**config.mk**
```make
export PLATFORM = sky130hd
export DESIGN_NAME = program_counter_unit_flat
export DESIGN_NICKNAME = d
export VERILOG_FILES = /design/src/rtl/program_counter_unit_pkg.sv /design/src/rtl/program_counter_unit_if.sv /design/src/rtl/program_counter_unit_return_stack.sv /design/src/rtl/program_counter_unit.sv /design/src/flat_wrapper.sv
export SDC_FILE = /design/constraint.sdc
export NUM_CORES = 1
export LEC_CHECK = 0
export BUFFER_PORTS_ARGS = -buffer_cell sky130_fd_sc_hd__buf_2
export CAP_MARGIN = 40
export CORE_MARGIN = 2
export CORE_UTILIZATION = 59
export DETAILED_ROUTE_END_ITERATION = 6
export GPL_ROUTABILITY_DRIVEN = 0
export GPL_TIMING_DRIVEN = 0
export HOLD_SLACK_MARGIN = 0.15
export PLACE_DENSITY = 0.8
export SYNTH_ARGS = -nofsm -noshare
export SYNTH_HDL_FRONTEND = slang
export SYNTH_HIERARCHICAL = 1
export SYNTH_SLANG_ARGS = --single-unit
```
**constraint.sdc**
```tcl
create_clock -name Clk -period 8.6 [get_ports Clk]
set_input_delay 0 -clock Clk [delete_from_list [all_inputs] [get_ports Clk]]
set_output_delay 0 -clock Clk [all_outputs]
set_load 0.02 [all_outputs]
```
**src/rtl/program_counter_unit_pkg.sv**
```systemverilog
// Shared encodings for the A09 program counter unit: next-PC source select,
// branch addressing mode and the branch offset field position in IR.
package program_counter_unit_pkg;

  // PC_Src encodings
  localparam logic [1:0] PCSRC_BRANCH = 2'b00;
  localparam logic [1:0] PCSRC_RETURN = 2'b01;
  localparam logic [1:0] PCSRC_REG    = 2'b10;
  localparam logic [1:0] PCSRC_RSVD   = 2'b11;

  // BRA_Src encodings
  localparam logic BRASRC_ABS = 1'b0;  // Src1 register, absolute target
  localparam logic BRASRC_REL = 1'b1;  // PC + sext(IR[9:0])

  // Branch offset field IR[BR_OFF_MSB:BR_OFF_LSB]
  localparam int BR_OFF_MSB = 9;
  localparam int BR_OFF_LSB = 0;
  localparam int BR_OFF_W   = BR_OFF_MSB - BR_OFF_LSB + 1;

endpackage

```
**src/rtl/program_counter_unit_if.sv**
```systemverilog
// Sequencer <-> program counter unit bundle. All strobes are active-low.
// There is no valid/ready handshake: every strobe is sampled on each rising
// Clk edge, and all outputs reflect registered state (new PC one cycle later).
interface program_counter_unit_if #(
  parameter int DataWidth  = 16,
  parameter int StackDepth = 8
);
  localparam int DepthW = $clog2(StackDepth) + 1;

  logic                 PC_Rst;
  logic                 PC_Ld;
  logic                 PC_Inc;
  logic [1:0]           PC_Src;
  logic                 BRA_Src;
  logic                 STK_Ld;
  logic [DataWidth-1:0] IR;
  logic [DataWidth-1:0] Src1;
  logic [DataWidth-1:0] PC_Out;
  logic [DataWidth-1:0] STK_Top;
  logic [DepthW-1:0]    STK_Depth;
  logic                 STK_Ovf;
  logic                 STK_Unf;

  // Sequencer side
  modport master (
    output PC_Rst, PC_Ld, PC_Inc, PC_Src, BRA_Src, STK_Ld, IR, Src1,
    input  PC_Out, STK_Top, STK_Depth, STK_Ovf, STK_Unf
  );

  // Program counter unit side
  modport slave (
    input  PC_Rst, PC_Ld, PC_Inc, PC_Src, BRA_Src, STK_Ld, IR, Src1,
    output PC_Out, STK_Top, STK_Depth, STK_Ovf, STK_Unf
  );
endinterface

```
**src/rtl/program_counter_unit_return_stack.sv**
```systemverilog
// Saturating return-address stack: register array plus entry count.
// Pop has priority over push; full/empty never wrap, they set sticky flags.
module program_counter_unit_return_stack #(
  parameter int                   DataWidth   = 16,
  parameter int                   StackDepth  = 8,
  parameter logic [DataWidth-1:0] ResetVector = '0
) (
  input  logic                            clk_i,
  input  logic                            clr_i,
  input  logic                            push_i,
  input  logic                            pop_i,
  input  logic [DataWidth-1:0]            push_data_i,
  output logic [DataWidth-1:0]            top_o,
  output logic [$clog2(StackDepth):0]     depth_o,
  output logic                            empty_o,
  output logic                            ovf_o,
  output logic                            unf_o
);
  localparam int AW  = $clog2(StackDepth);
  localparam int DPW = AW + 1;
  localparam logic [DPW-1:0] FULL = DPW'(StackDepth);

  logic [DataWidth-1:0] mem_q [StackDepth];
  logic [DPW-1:0]       depth_q, depth_d;
  logic                 ovf_q, ovf_d;
  logic                 unf_q, unf_d;
  logic                 wr_en;
  logic [AW-1:0]        wr_idx, top_idx;

  assign wr_idx  = depth_q[AW-1:0];
  assign top_idx = depth_q[AW-1:0] - AW'(1);
  assign empty_o = (depth_q == '0);
  assign top_o   = empty_o ? ResetVector : mem_q[top_idx];
  assign depth_o = depth_q;
  assign ovf_o   = ovf_q;
  assign unf_o   = unf_q;

  // Next depth/flags; clear dominates, then pop, then push
  always_comb begin
    depth_d = depth_q;
    ovf_d   = ovf_q;
    unf_d   = unf_q;
    wr_en   = 1'b0;
    if (clr_i) begin
      depth_d = '0;
      ovf_d   = 1'b0;
      unf_d   = 1'b0;
    end else if (pop_i) begin
      if (empty_o) unf_d   = 1'b1;
      else         depth_d = depth_q - DPW'(1);
    end else if (push_i) begin
      if (depth_q == FULL) begin
        ovf_d = 1'b1;
      end else begin
        wr_en   = 1'b1;
        depth_d = depth_q + DPW'(1);
      end
    end
  end

  // Pointer and sticky flags
  always_ff @(posedge clk_i) begin
    depth_q <= depth_d;
    ovf_q   <= ovf_d;
    unf_q   <= unf_d;
  end

  // Entry storage; contents are don't-care above the current depth
  always_ff @(posedge clk_i) begin
    if (wr_en) mem_q[wr_idx] <= push_data_i;
  end
endmodule

```
**src/rtl/program_counter_unit.sv**
```systemverilog
// A09 program counter unit: PC register and next-PC mux, with the return
// stack for JPL/RET. Priority per edge: Reset > PC_Rst > PC_Ld > PC_Inc > hold.
module program_counter_unit
  import program_counter_unit_pkg::*;
#(
  parameter int                   DataWidth   = 16,
  parameter int                   StackDepth  = 8,
  parameter logic [DataWidth-1:0] ResetVector = '0
) (
  input  logic                   Clk,
  input  logic                   Reset,
  program_counter_unit_if.slave  bus
);
  logic [DataWidth-1:0] pc_q, pc_d;
  logic [DataWidth-1:0] br_off;
  logic [DataWidth-1:0] stk_top;
  logic                 stk_empty;
  logic                 clr;
  logic                 ld;
  logic                 push;
  logic                 pop;

  assign clr = Reset | ~bus.PC_Rst;
  assign ld  = ~bus.PC_Ld;
  assign br_off = {{(DataWidth-BR_OFF_W){bus.IR[BR_OFF_MSB]}},
                   bus.IR[BR_OFF_MSB:BR_OFF_LSB]};

  // Stack only acts on loads; a return pop overrides a simultaneous push,
  // and the reserved source performs no stack action.
  assign pop  = ld && (bus.PC_Src == PCSRC_RETURN);
  assign push = ld && !bus.STK_Ld &&
                ((bus.PC_Src == PCSRC_BRANCH) || (bus.PC_Src == PCSRC_REG));

  program_counter_unit_return_stack #(
    .DataWidth   (DataWidth),
    .StackDepth  (StackDepth),
    .ResetVector (ResetVector)
  ) u_stack (
    .clk_i       (Clk),
    .clr_i       (clr),
    .push_i      (push),
    .pop_i       (pop),
    .push_data_i (pc_q),
    .top_o       (stk_top),
    .depth_o     (bus.STK_Depth),
    .empty_o     (stk_empty),
    .ovf_o       (bus.STK_Ovf),
    .unf_o       (bus.STK_Unf)
  );

  // Next-PC selection
  always_comb begin
    pc_d = pc_q;
    if (clr) begin
      pc_d = ResetVector;
    end else if (ld) begin
      case (bus.PC_Src)
        PCSRC_BRANCH: pc_d = (bus.BRA_Src == BRASRC_REL) ? pc_q + br_off : bus.Src1;
        PCSRC_RETURN: pc_d = stk_empty ? ResetVector : stk_top;
        PCSRC_REG:    pc_d = bus.Src1;
        default:      pc_d = pc_q;
      endcase
    end else if (!bus.PC_Inc) begin
      pc_d = pc_q + DataWidth'(1);
    end
  end

  // PC register
  always_ff @(posedge Clk) begin
    pc_q <= pc_d;
  end

  assign bus.PC_Out  = pc_q;
  assign bus.STK_Top = stk_top;
endmodule
```
**src/flat_wrapper.sv**
```systemverilog
// flat-port wrapper written by rule: the top's interface ports become plain ports
module program_counter_unit_flat import program_counter_unit_pkg::*;
#(
  parameter int                   DataWidth   = 16,
  parameter int                   StackDepth  = 8,
  parameter logic [DataWidth-1:0] ResetVector = '0
)
  (Clk, Reset, bus_PC_Rst, bus_PC_Ld, bus_PC_Inc, bus_PC_Src, bus_BRA_Src, bus_STK_Ld, bus_IR, bus_Src1, bus_PC_Out, bus_STK_Top, bus_STK_Depth, bus_STK_Ovf, bus_STK_Unf);
  program_counter_unit_if #(.DataWidth(DataWidth), .StackDepth(StackDepth)) bus_i ();
  input  logic Clk;
  input  logic Reset;
  input wire logic [$bits(bus_i.PC_Rst)-1:0] bus_PC_Rst;
  input wire logic [$bits(bus_i.PC_Ld)-1:0] bus_PC_Ld;
  input wire logic [$bits(bus_i.PC_Inc)-1:0] bus_PC_Inc;
  input wire logic [$bits(bus_i.PC_Src)-1:0] bus_PC_Src;
  input wire logic [$bits(bus_i.BRA_Src)-1:0] bus_BRA_Src;
  input wire logic [$bits(bus_i.STK_Ld)-1:0] bus_STK_Ld;
  input wire logic [$bits(bus_i.IR)-1:0] bus_IR;
  input wire logic [$bits(bus_i.Src1)-1:0] bus_Src1;
  output wire logic [$bits(bus_i.PC_Out)-1:0] bus_PC_Out;
  output wire logic [$bits(bus_i.STK_Top)-1:0] bus_STK_Top;
  output wire logic [$bits(bus_i.STK_Depth)-1:0] bus_STK_Depth;
  output wire logic [$bits(bus_i.STK_Ovf)-1:0] bus_STK_Ovf;
  output wire logic [$bits(bus_i.STK_Unf)-1:0] bus_STK_Unf;
  assign bus_i.PC_Rst = bus_PC_Rst;
  assign bus_i.PC_Ld = bus_PC_Ld;
  assign bus_i.PC_Inc = bus_PC_Inc;
  assign bus_i.PC_Src = bus_PC_Src;
  assign bus_i.BRA_Src = bus_BRA_Src;
  assign bus_i.STK_Ld = bus_STK_Ld;
  assign bus_i.IR = bus_IR;
  assign bus_i.Src1 = bus_Src1;
  assign bus_PC_Out = bus_i.PC_Out;
  assign bus_STK_Top = bus_i.STK_Top;
  assign bus_STK_Depth = bus_i.STK_Depth;
  assign bus_STK_Ovf = bus_i.STK_Ovf;
  assign bus_STK_Unf = bus_i.STK_Unf;
  program_counter_unit #(.DataWidth(DataWidth), .StackDepth(StackDepth), .ResetVector(ResetVector)) u_core (.Clk(Clk), .Reset(Reset), .bus(bus_i));
endmodule
```
# Yosys cells after proc, flatten, opt, wreduce, memory -nomap -nowiden
# Memory sizes are Yosys's and may differ from the RTL's.
# Cells that the tools add are included.
# classes
n_addsub	5
eq_ne	6
muxes	16
n_bitwise	4
n_reduce_logical	13
# op_table
operator	n
16-bit two-way mux	5
16-bit case mux with 3 select lines	1
16-bit by 1-bit adder with 16-bit output, second input constant	1
16-bit adder	1
4-bit two-way mux	4
1-bit two-way mux	6
3-bit AND reduction	2
4-bit by 1-bit adder with 4-bit output, second input constant	1
4-bit equality test, second input constant	1
4-bit logical NOT	1
2-bit != test, second input constant	2
2-bit AND reduction	2
4-bit nonzero test	1
4-bit by 1-bit subtractor with 4-bit output, second input constant	1
1-bit logical AND	3
1-bit inverter	3
3-bit by 1-bit subtractor with 3-bit output, second input constant	1
2-bit by 1-bit equality test with 1-bit output, second input constant	1
2-bit equality test, second input constant	1
2-bit logical NOT	1
2-bit by 1-bit != test with 1-bit output, second input constant	1
2-bit nonzero test	1
1-bit logical NOT	1
1-bit logical OR	1
1-bit OR	1
# word_totals
ff_bits	22
ram_bits	128
word_cells	49
n_memories	1
# mem_list
name	depth	word_bits	read_ports	rd_clocked_by_memory_dff	wr	line	text
u_core.u_stack.mem_q	8	16	1	0	1	program_counter_unit_return_stack.sv:23	logic [DataWidth-1:0] mem_q [StackDepth];

# Longest topological paths before layout
# Gate-level depths: netlist (run 1).
# logic_depth
ltp_word	8
ltp_mapped	15

# Cells and area by module
# The synthesis (run 1) kept the hierarchy.
# by_module_without_submodules
mod	n_inst	cells_each	area_per_inst_um2	seq_area_each_um2
program_counter_unit_return_stack	1	273	5262.5	3963.8
program_counter_unit	1	317	2209.6	320.3

# Worst setup path before layout (run 1)
# Ideal clock, no wire load.
# synth_path
path_kind	reg2reg
startpoint	register u_core.u_stack.depth_q[0], in the netlist u_core/u_stack/depth_o[0]
endpoint	memory u_core.u_stack.mem_q[1][0], enable pin
arrival_ns	3.034
path_slack_ns	5.156
path_stages_with_launch	9
synth_period_minus_slack_ns	3.444
cell_sequence	dfxtp_1 -> buf_4 -> buf_4 -> inv_1 -> ha_1 -> nor2b_1 -> a2111oi_2 -> nand2_1 -> nor3_1
# synth_between
elab_chain_len	7
# synth_lines
item	line	text
start, declared	program_counter_unit_return_stack.sv:24	logic [DPW-1:0] depth_q, depth_d;
start signal, assigned	program_counter_unit_return_stack.sv:63	depth_q <= depth_d;
4-bit equality test	program_counter_unit_return_stack.sv:52	if (depth_q == FULL) begin
1-bit two-way mux	program_counter_unit_return_stack.sv:52	
1-bit two-way mux	program_counter_unit_return_stack.sv:51	end else if (push_i) begin
1-bit two-way mux	program_counter_unit_return_stack.sv:48	end else if (pop_i) begin
1-bit two-way mux	program_counter_unit_return_stack.sv:44	if (clr_i) begin
1-bit two-way mux	program_counter_unit_return_stack.sv:70	if (wr_en) mem_q[wr_idx] <= push_data_i;
1-bit two-way mux (not written as such)	program_counter_unit_return_stack.sv:70	
end, declared	program_counter_unit_return_stack.sv:23	
# Parallel ways exist; a longest one is shown, timed or not.

# Worst setup path in the final report (run 1)
# layout_path
startpoint	register u_core.u_stack.depth_q[0], in the netlist u_core/u_stack/depth_o[0]
endpoint	register u_core.pc_q[13], in the netlist u_core/bus.PC_Out[13]
# layout_between
elab_chain_len	6
# layout_lines
item	line	text
3-bit by 1-bit subtractor with 3-bit output	program_counter_unit_return_stack.sv:31	assign top_idx = depth_q[AW-1:0] - AW'(1);
via u_core.u_stack.top_idx[0]	program_counter_unit_return_stack.sv:28	logic [AW-1:0] wr_idx, top_idx;
memory 8 x 16 bit	--	
16-bit two-way mux	program_counter_unit_return_stack.sv:33	assign top_o = empty_o ? ResetVector : mem_q[top_idx];
16-bit two-way mux	program_counter_unit.sv:59	PCSRC_RETURN: pc_d = stk_empty ? ResetVector : stk_top;
16-bit case mux with 3 select lines	program_counter_unit.sv:57	case (bus.PC_Src)
16-bit two-way mux	program_counter_unit.sv:56	end else if (ld) begin
end signal, assigned	program_counter_unit.sv:70	pc_q <= pc_d;
end, declared	program_counter_unit.sv:14	logic [DataWidth-1:0] pc_q, pc_d;
# The timed path passes the listed nets, and every way through them passes these cells.
# A chain may end at the register's enable or synchronous reset.

==> impl_metrics.csv, run 1 <==
group,metric,value,unit
outcome,status,"complete, no violations",
sta,setup-violations-final,0,
pwr,vdd_drop_max,149,uV
pwr,seq_power_share,47.2,%
placement,io_buffer_count,71,
sta,max_clock_freq,244,MHz
floorplanning,die_y,117,um
sta,fin_crit,4100,ps
clock_network,cts_sinks,150,
clock_network,h-tree-depth,4,
detailed_routing,drtIter0Drc,745,
setup_path,critPathKind,"reg -> reg",
yosys,synth_seq_area_share,57.3,%
final_layout,finish.utilization,71.3,%
pwr,power_leakage,3.19,nW
sta,maxSlewHeadroom,45.0,%
setup_path,slowest_delay,580,ps
detailed_routing,drt-vias-per-instance,6.66,
pwr,powerDensity,192,nW/um^2
detailed_routing,post_drt_wl_per_cell,24.0,um
min_path,hold_class,"in -> reg",
setup_path,cp.required,8900,ps
clock_network,cts_resized,0,
yosys,ys_seq_elements,150,
floorplanning,fp.dieW,117,um
global_route,grt_pass1_wl,31.9,mm
sta,worst_pin_slew,820,ps
setup_path,cp-start-kind,"flop",
yosys,syn_nets,655,
floorplanning,dieArea,13600,sq um
pwr,pwr-share-clk,41.8,%
yosys,yosysWarnings,6,
global_route,antenna_found_initial,0,
detailed_routing,firstDrtPassIters,5,
yosys,syn_area,7470,sq um
yosys,synth.distinct_cells,64,
floorplanning,io_pins,79,
detailed_routing,vias,5911,
setup_path,critPathBufInv,5,
clock_network,worstSkewPairLatency,420,ps
sta,fin_skew,10.1,ps
yosys,avgSynthCellArea,12.7,sq um
pwr,switching_share,24.6,%
yosys,async_reset_ff_share,0,%
setup_path,cp_slowest_cell,"dlygate4sd3_1",
setup_path,arrival,4400,ps
global_route,gr-total-overflow,0,
detailed_routing,route.detailed.drc,0,
sta,finalMaxSlewViolations,0,
detailed_routing,postRouteAntennaNets,0,
pwr,p_comb_share,11.0,%
global_route,first_global_vias,5761,
setup_path,cp_top_family,"buffers and inverters",
setup_path,crit_top_cell,"buf_4",
global_route,track_usage,32.4,%
placement,dpl.hpwl,14.1,mm
final_layout,syn2layout_area_growth,18.9,%
pwr,p_sw,419,uW
yosys,ys.flop_type,"edfxtp_1",
global_route,grt_start_max_net_pins,18,
setup_path,path_max_fanout,10,
floorplanning,start_util,59.9,%
floorplanning,fp-row-count,41,
clock_network,cts_tree,"yes",
final_layout,diodes,0,
job,drv_cap,0,
yosys,synth-edff-count,128,
pwr,internal_power,1.29,mW
final_layout,drive_gt1_share,23.3,%
clock_network,cts_root_buf,"clkbuf_16",
floorplanning,coreArea,12500,sq um
setup_path,path_cells,"buf_4 > buf_4 > inv_1 > ha_1 > buf_1 > mux4_2 > nand2_1 > a21oi_1 > and3_1 > or4_1 > o211ai_1 > a221oi_1 > dlygate4sd3_1",
final_layout,fin_nets,769,
sta,hold_viol_final,0,
yosys,postSynthCellCount,590,
setup_path,end_kind,"flop",
sta,tns,0,ps
sta,finalCritPeriodShare,47.7,%
clock_network,clkTransAtPathRegs,60,ps
clock_network,cts_buffer_depth,2,
sta,rsz0062_at_grt,"no",
detailed_routing,wl,21.3,mm
clock_network,cts_buffers,17,
==> synthesized netlist by cell type, types with 2 or more instances <==
cell type  instances  area share (%)
and2_1             4            0.33
nand2b_1           3            0.25
a31oi_1           13             1.1
o22ai_1            3            0.25
a221oi_1           7            0.82
nand3_1            9            0.60
a22oi_1            3            0.30
ha_1              22             3.7
dfxtp_1           22             5.9
or4_1              3            0.30
buf_2              5            0.33
and3_1             8            0.67
xor2_1             6            0.70
o21ai_0           23             1.5
a21boi_0           3            0.30
o21ai_1            2            0.13
nand2_1           74             3.7
a2111oi_0          2            0.23
a221o_1            2            0.27
a21o_1             3            0.30
o2111ai_1          2            0.23
fa_1               2            0.54
nand4_1            3            0.25
a211oi_1           4            0.40
nor3b_1            4            0.40
nor2_1            34             1.7
buf_1              3            0.15
o32ai_1            2            0.23
a311oi_1           2            0.23
mux4_2            32             9.6
o21bai_1           2            0.20
mux2i_1            3            0.40
nor3_1            15             1.0
a21oi_1           56             3.8
nor2b_1           10            0.84
edfxtp_1         128              51
o211ai_1           4            0.40
buf_4              5            0.50
xnor2_1           13             1.5
clkbuf_1          17            0.85
inv_1              9            0.45
==> routing by layer <==
layer	global-route usage [%]	up-vias	routed length [um]
met5	0	-	0
met4	16.4	0	949
met3	6.49	90	2000
met2	54.6	442	10700
met1	40.4	2853	7720
li1	-	2526	-
==> through the flow <==
step | worst slack [ps] | cells | area, sq um | hold WS [ps] | power [mW]
final | 4500 | 888 | 8880 | 195 | 1.70
after global routing | 4360 | 888 | 8880 | 225 | 1.75
after CTS | 4540 | 888 | 8880 | 155 | 1.70
after detailed placement | 4790 | 841 | 8160 | 422 | 0.993
after global placement | 3870 | 833 | 8040 | 427 | 0.987
after floorplan | 5160 | 590 | 7470 | 277 | 0.933
==> registers in the layout (all words and copies together), names as in the netlist <==
name,count
u_core/u_stack/unf_o,1
u_core/u_stack/depth_o,4
u_core/u_stack/mem_q,128
u_core/bus.PC_Out,16
u_core/u_stack/ovf_o,1
==> final cells by class <==
cell class	count	area [sq um]
buffer	30	138
clock buffer	18	429
clock inverter	13	135
fill	778	3580
inverter	11	41.3
multi-input combinational	399	3030
sequential	150	4280
tap	172	215
timing repair buffer	95	606
==> power groups by stage <==
stage                     Combinational, mW  Sequential (mW)  Clock, mW
after floorplan                       0.115            0.818          0
after global placement                0.168            0.819          0
after detailed placement              0.174            0.820          0
after CTS                             0.182            0.805      0.715
after global routing                  0.198            0.806      0.743
final                                 0.187            0.805      0.712
==> worst reg2reg max path: stages (launching register included) <==
cell and delay (ps):
dfxtp_1 320, buf_4 210, buf_4 280, inv_1 140, ha_1 420, buf_1 570
mux4_2 420, nand2_1 80, a21oi_1 140, and3_1 230, or4_1 390, o211ai_1 120
a221oi_1 70, dlygate4sd3_1 580
==> cell families after synthesis <==
kind of cell | share of synthesized area, %
XOR/XNOR | 2.23
multiplexers | 10.2
flip-flops | 57.3
AND/OR/NAND/NOR | 10.8
buffers and inverters | 2.39
AO/OA/AOI/OAI | 12.8
adder cells (fa/ha/maj) | 4.22
==> repair_timing <==
| item | in CTS | in global routing |
|---|---|---|
| hold buffers | 16 | 0 |
| setup buffers | 0 | 0 |
| endpoints found under the hold margin | 14 | 0 |
==> final timing paths <==
check	startpoint	end	slack, ps	depth (start not counted)
worst min-delay path	bus_Src1[5]	u_core/bus.PC_Out[5]$_SDFFE_PP0P_	200	5
worst min register to register	u_core/u_stack/ovf_o$_SDFFE_PP0P_	u_core/u_stack/ovf_o$_SDFFE_PP0P_	520	2
worst max register to register	u_core/u_stack/depth_o[0]$_SDFFE_PP0P_	u_core/bus.PC_Out[13]$_SDFFE_PP0P_	4500	13
worst max-delay path	u_core/u_stack/depth_o[0]$_SDFFE_PP0P_	u_core/bus.PC_Out[13]$_SDFFE_PP0P_	4500	13
==> cells in the final DEF, fill, tap and decap left out, types with 8 or more instances in the layout <==
master         Yosys  layout
nor2b_1           10      10
buf_2              5      76
nor3_1            15      13
and3_1             8       8
nand2_1           74      74
clkbuf_16          0      17
dfxtp_1           22      22
xnor2_1           13      13
a31oi_1           13      13
clkbuf_1          17      18
nor2_1            34      28
edfxtp_1         128     128
ha_1              22      22
dlygate4sd3_1      0      16
a21oi_1           56      56
mux4_2            32      32
nand3_1            9       9
inv_1              9       9
o21ai_0           23      23
Note: power is estimated with default switching activity, not from simulation.
==> run 2, diff against run 1 <==
--- a/config.mk
+++ b/config.mk
@@ -5,15 +5,16 @@
 export SDC_FILE = /design/constraint.sdc
 export NUM_CORES = 1
 export LEC_CHECK = 0
+export ABC_AREA = 1
 export BUFFER_PORTS_ARGS = -buffer_cell sky130_fd_sc_hd__buf_2
 export CAP_MARGIN = 40
 export CORE_MARGIN = 2
-export CORE_UTILIZATION = 59
+export CORE_UTILIZATION = 54
 export DETAILED_ROUTE_END_ITERATION = 6
 export GPL_ROUTABILITY_DRIVEN = 0
 export GPL_TIMING_DRIVEN = 0
 export HOLD_SLACK_MARGIN = 0.15
-export PLACE_DENSITY = 0.8
+export PLACE_DENSITY = 0.77
 export SYNTH_ARGS = -nofsm -noshare
 export SYNTH_HDL_FRONTEND = slang
 export SYNTH_HIERARCHICAL = 1
==> constraint.sdc (replaced) <==
create_clock -name Clk -period 3.45 [get_ports Clk]
set_input_delay 0 -clock Clk [delete_from_list [all_inputs] [get_ports Clk]]
set_output_delay 0 -clock Clk [all_outputs]
set_load 0.02 [all_outputs]
==> run 2 against run 1 <==
  * Cell count increased by 47%
  * Total power increased to 2.6 times the previous value
  * Largest cell class unchanged
  * Hold slack improved by 16 ps
  * Count of clock-buffer cells in the layout increased by 1
  * Critical path depth decreased by 2
==> impl_metrics.csv, run 2 <==
group,metric,value,unit
detailed_routing,firstDrtPassIters,6,
sta,worst_pin_slew,889,ps
yosys,syn_area,8340,sq um
detailed_routing,drt-vias-per-instance,5.73,
clock_network,cts_root_buf,"clkbuf_16",
yosys,synth_top_area_cell,"edfxtp_1",
floorplanning,fp-row-count,45,
outcome,status,"complete, no violations",
pwr,pwr-share-clk,40.1,%
setup_path,cp-start-kind,"primary input",
pwr,internal_power,3.31,mW
sta,fin_skew,9.02,ps
sta,hold_ws,212,ps
final_layout,finish.utilization,64.8,%
pwr,p_sw,1.18,mW
min_path,hold_class,"in -> reg",
placement,io_buffer_count,72,
yosys,syn_nets,1052,
clock_network,h-tree-depth,4,
detailed_routing,wl,24.3,mm
clock_network,post-cts-setup-buffer-count,0,
sta,tns,0,ps
clock_network,cts_buffer_depth,2,
yosys,ys.flop_type,"edfxtp_1",
final_layout,drive_gt1_share,17.1,%
sta,fin_crit,3350,ps
global_route,antenna_found_initial,0,
yosys,synth-edff-count,128,
floorplanning,die_y,128,um
sta,hold_viol_final,0,
yosys,netlist_top_cells_count,"nand2_1 (236), nor2_1 (141), edfxtp_1 (128)",
pwr,seq_power_share,45.4,%
setup_path,critPathBufInv,6,
sta,rsz0062_at_grt,"no",
global_route,grt_pass1_wl,36.8,mm
global_route,track_usage,30.3,%
sta,max_clock_freq,299,MHz
job,drv_cap,0,
detailed_routing,route.detailed.drc,0,
pwr,vdd_drop_max,379,uV
yosys,async_reset_ff_share,0,%
setup_path,cp_top_family,"buffers and inverters",
clock_network,worstSkewPairLatency,430,ps
pwr,power_leakage,4.17,nW
final_layout,diodes,0,
setup_path,end_kind,"flop",
final_layout,largest_register,"u_core/u_stack/mem_q",
setup_path,arrival,3480,ps
detailed_routing,postRouteAntennaNets,0,
placement,dpl.hpwl,16.5,mm
pwr,switching_share,26.2,%
detailed_routing,vias,7478,
sta,finalMaxSlewViolations,0,
yosys,postSynthCellCount,987,
yosys,synth.distinct_cells,44,
global_route,first_global_vias,6978,
detailed_routing,drtIter0Drc,1138,
floorplanning,io_pins,79,
global_route,grt_start_max_net_pins,17,
floorplanning,fp.dieW,128,um
clock_network,cts_buffers,17,
floorplanning,start_util,55.1,%
sta,setup-violations-final,0,
final_layout,fill_cells,1203,
yosys,synth_seq_area_share,51.4,%
global_route,gr-total-overflow,0,
yosys,synth_area_leaders,"edfxtp_1 (46%), nand2_1 (11%), nor2_1 (6.3%)",
setup_path,slowest_delay,710,ps
setup_path,cp_slowest_cell,"nor2_1",
final_layout,multi_input_area,3410,sq um
clock_network,cts_tree,"yes",
setup_path,cp.required,3580,ps
yosys,ys_seq_elements,150,
yosys,synth_top_area_share,46.1,%
sta,maxSlewHeadroom,40.5,%
setup_path,path_max_fanout,9,
yosys,yosysWarnings,6,
final_layout,largest_reg_flops,128,
clock_network,clkTransAtPathRegs,60,ps
detailed_routing,post_drt_wl_per_cell,18.6,um
final_layout,fin_nets,1170,
floorplanning,coreArea,15100,sq um
clock_network,cts_resized,0,
final_layout,seq_area,4280,sq um
yosys,synth.most_common_cell,"nand2_1",
clock_network,cts_sinks,150,
final_layout,syn2layout_area_growth,17.7,%
setup_path,critPathKind,"in -> reg",
sta,finalCritPeriodShare,97.0,%
final_layout,layout_common_cells,"nand2_1 (236), nor2_1 (136), edfxtp_1 (128)",
floorplanning,dieArea,16500,sq um
final_layout,layout_commonest_cell,"nand2_1",
setup_path,path_cells,"dlygate4sd3_1 > buf_2 > nor2_1 > dlygate4sd3_1 > inv_1 > inv_1 > nand3_1 > a21oi_1 > nand2_1 > nor2_1 > buf_6",
pwr,powerDensity,457,nW/um^2
yosys,avgSynthCellArea,8.45,sq um
pwr,p_comb_share,14.5,%
## run 2: cell count changes after synthesis, sizes merged, moves of 10 or more
cell / previous run / this run
a31oi: 13 / 3
buf: 13 / 29
inv: 10 / 118
mux4: 32 / 0
nand2: 74 / 238
nand3: 9 / 70
nor2: 35 / 158
nor2b: 10 / 0
o21ai: 25 / 84
xnor2: 13 / 3
## run 2: tightest hold or removal path, cell delays in order
cell	delay (ps)
buf_2	80
ha_1	130
nand2_1	70
nand3_1	80
nand3_1	110
a21oi_1	130
## run 2: cells by family (layout without fill, tap and decap cells)
kind of cell	after synthesis	after routing	share of synthesized area [%]
AND/OR/NAND/NOR	488	488	25.6
AO/OA/AOI/OAI	157	157	10.3
buffers and inverters	157	288	7.86
flip-flops	150	150	51.4
adder cells (fa/ha/maj)	24	24	3.78
XOR/XNOR	11	11	1.16
## run 2: through the flow
stage	total power, mW	std cells	setup WS (ps)	area (sq um)
2_1_floorplan	2.46	987	764	8340
3_3_place_gp	2.67	1247	93.6	8930
3_5_place_dp	2.68	1255	220	9050
4_1_cts	4.48	1307	136	9820
5_1_grt	4.64	1306	7.66	9820
6_report	4.49	1306	105	9820
## run 2: power groups by stage
stage	Clock, mW	Sequential [mW]	Combinational [mW]
final	1.80	2.04	0.650
after detailed placement	0	2.07	0.607
after CTS	1.82	2.04	0.629
after global routing	1.90	2.04	0.704
after floorplan	0	2.06	0.404
after global placement	0	2.07	0.595
## run 2: worst paths after layout
| check | cells past startpoint | from | endpoint | slack (ps) |
|---|---|---|---|---|
| worst max-delay path | 11 | Reset | u_core/u_stack/mem_q[4][7]$_DFFE_PP_ | 100 |
| worst min-delay path | 6 | bus_IR[0] | u_core/bus.PC_Out[0]$_SDFFE_PP0P_ | 210 |
| worst max register to register | 14 | u_core/u_stack/depth_o[0]$_SDFFE_PP0P_ | u_core/bus.PC_Out[3]$_SDFFE_PP0P_ | 280 |
| worst min register to register | 2 | u_core/u_stack/ovf_o$_SDFFE_PP0P_ | u_core/u_stack/ovf_o$_SDFFE_PP0P_ | 460 |
## run 2: layout make-up
type | count | share of cell area (%)
plain buffers | 36 | 2.05
clock inverters | 13 | 1.40
repair buffers | 100 | 6.74
well taps | 188 | 2.40
clock buffers | 19 | 4.41
inverters | 120 | 4.59
multi-input cells | 680 | 34.8
flip-flops and latches | 150 | 43.6
## run 2: routing by layer
metal  track usage, %  vias to the layer above  share of wire [%]
met5                0                        -                  0
met4             13.8                        0                3.8
met3             5.93                       71                 10
met2             50.2                      519                 48
met1             38.4                     3404                 38
li1                 -                     3484                  -
## run 2: timing repair
item                                    in CTS  in global routing
hold endpoints to repair                    18                  0
endpoints found under the setup margin       0                 15
hold buffers                                20                  0
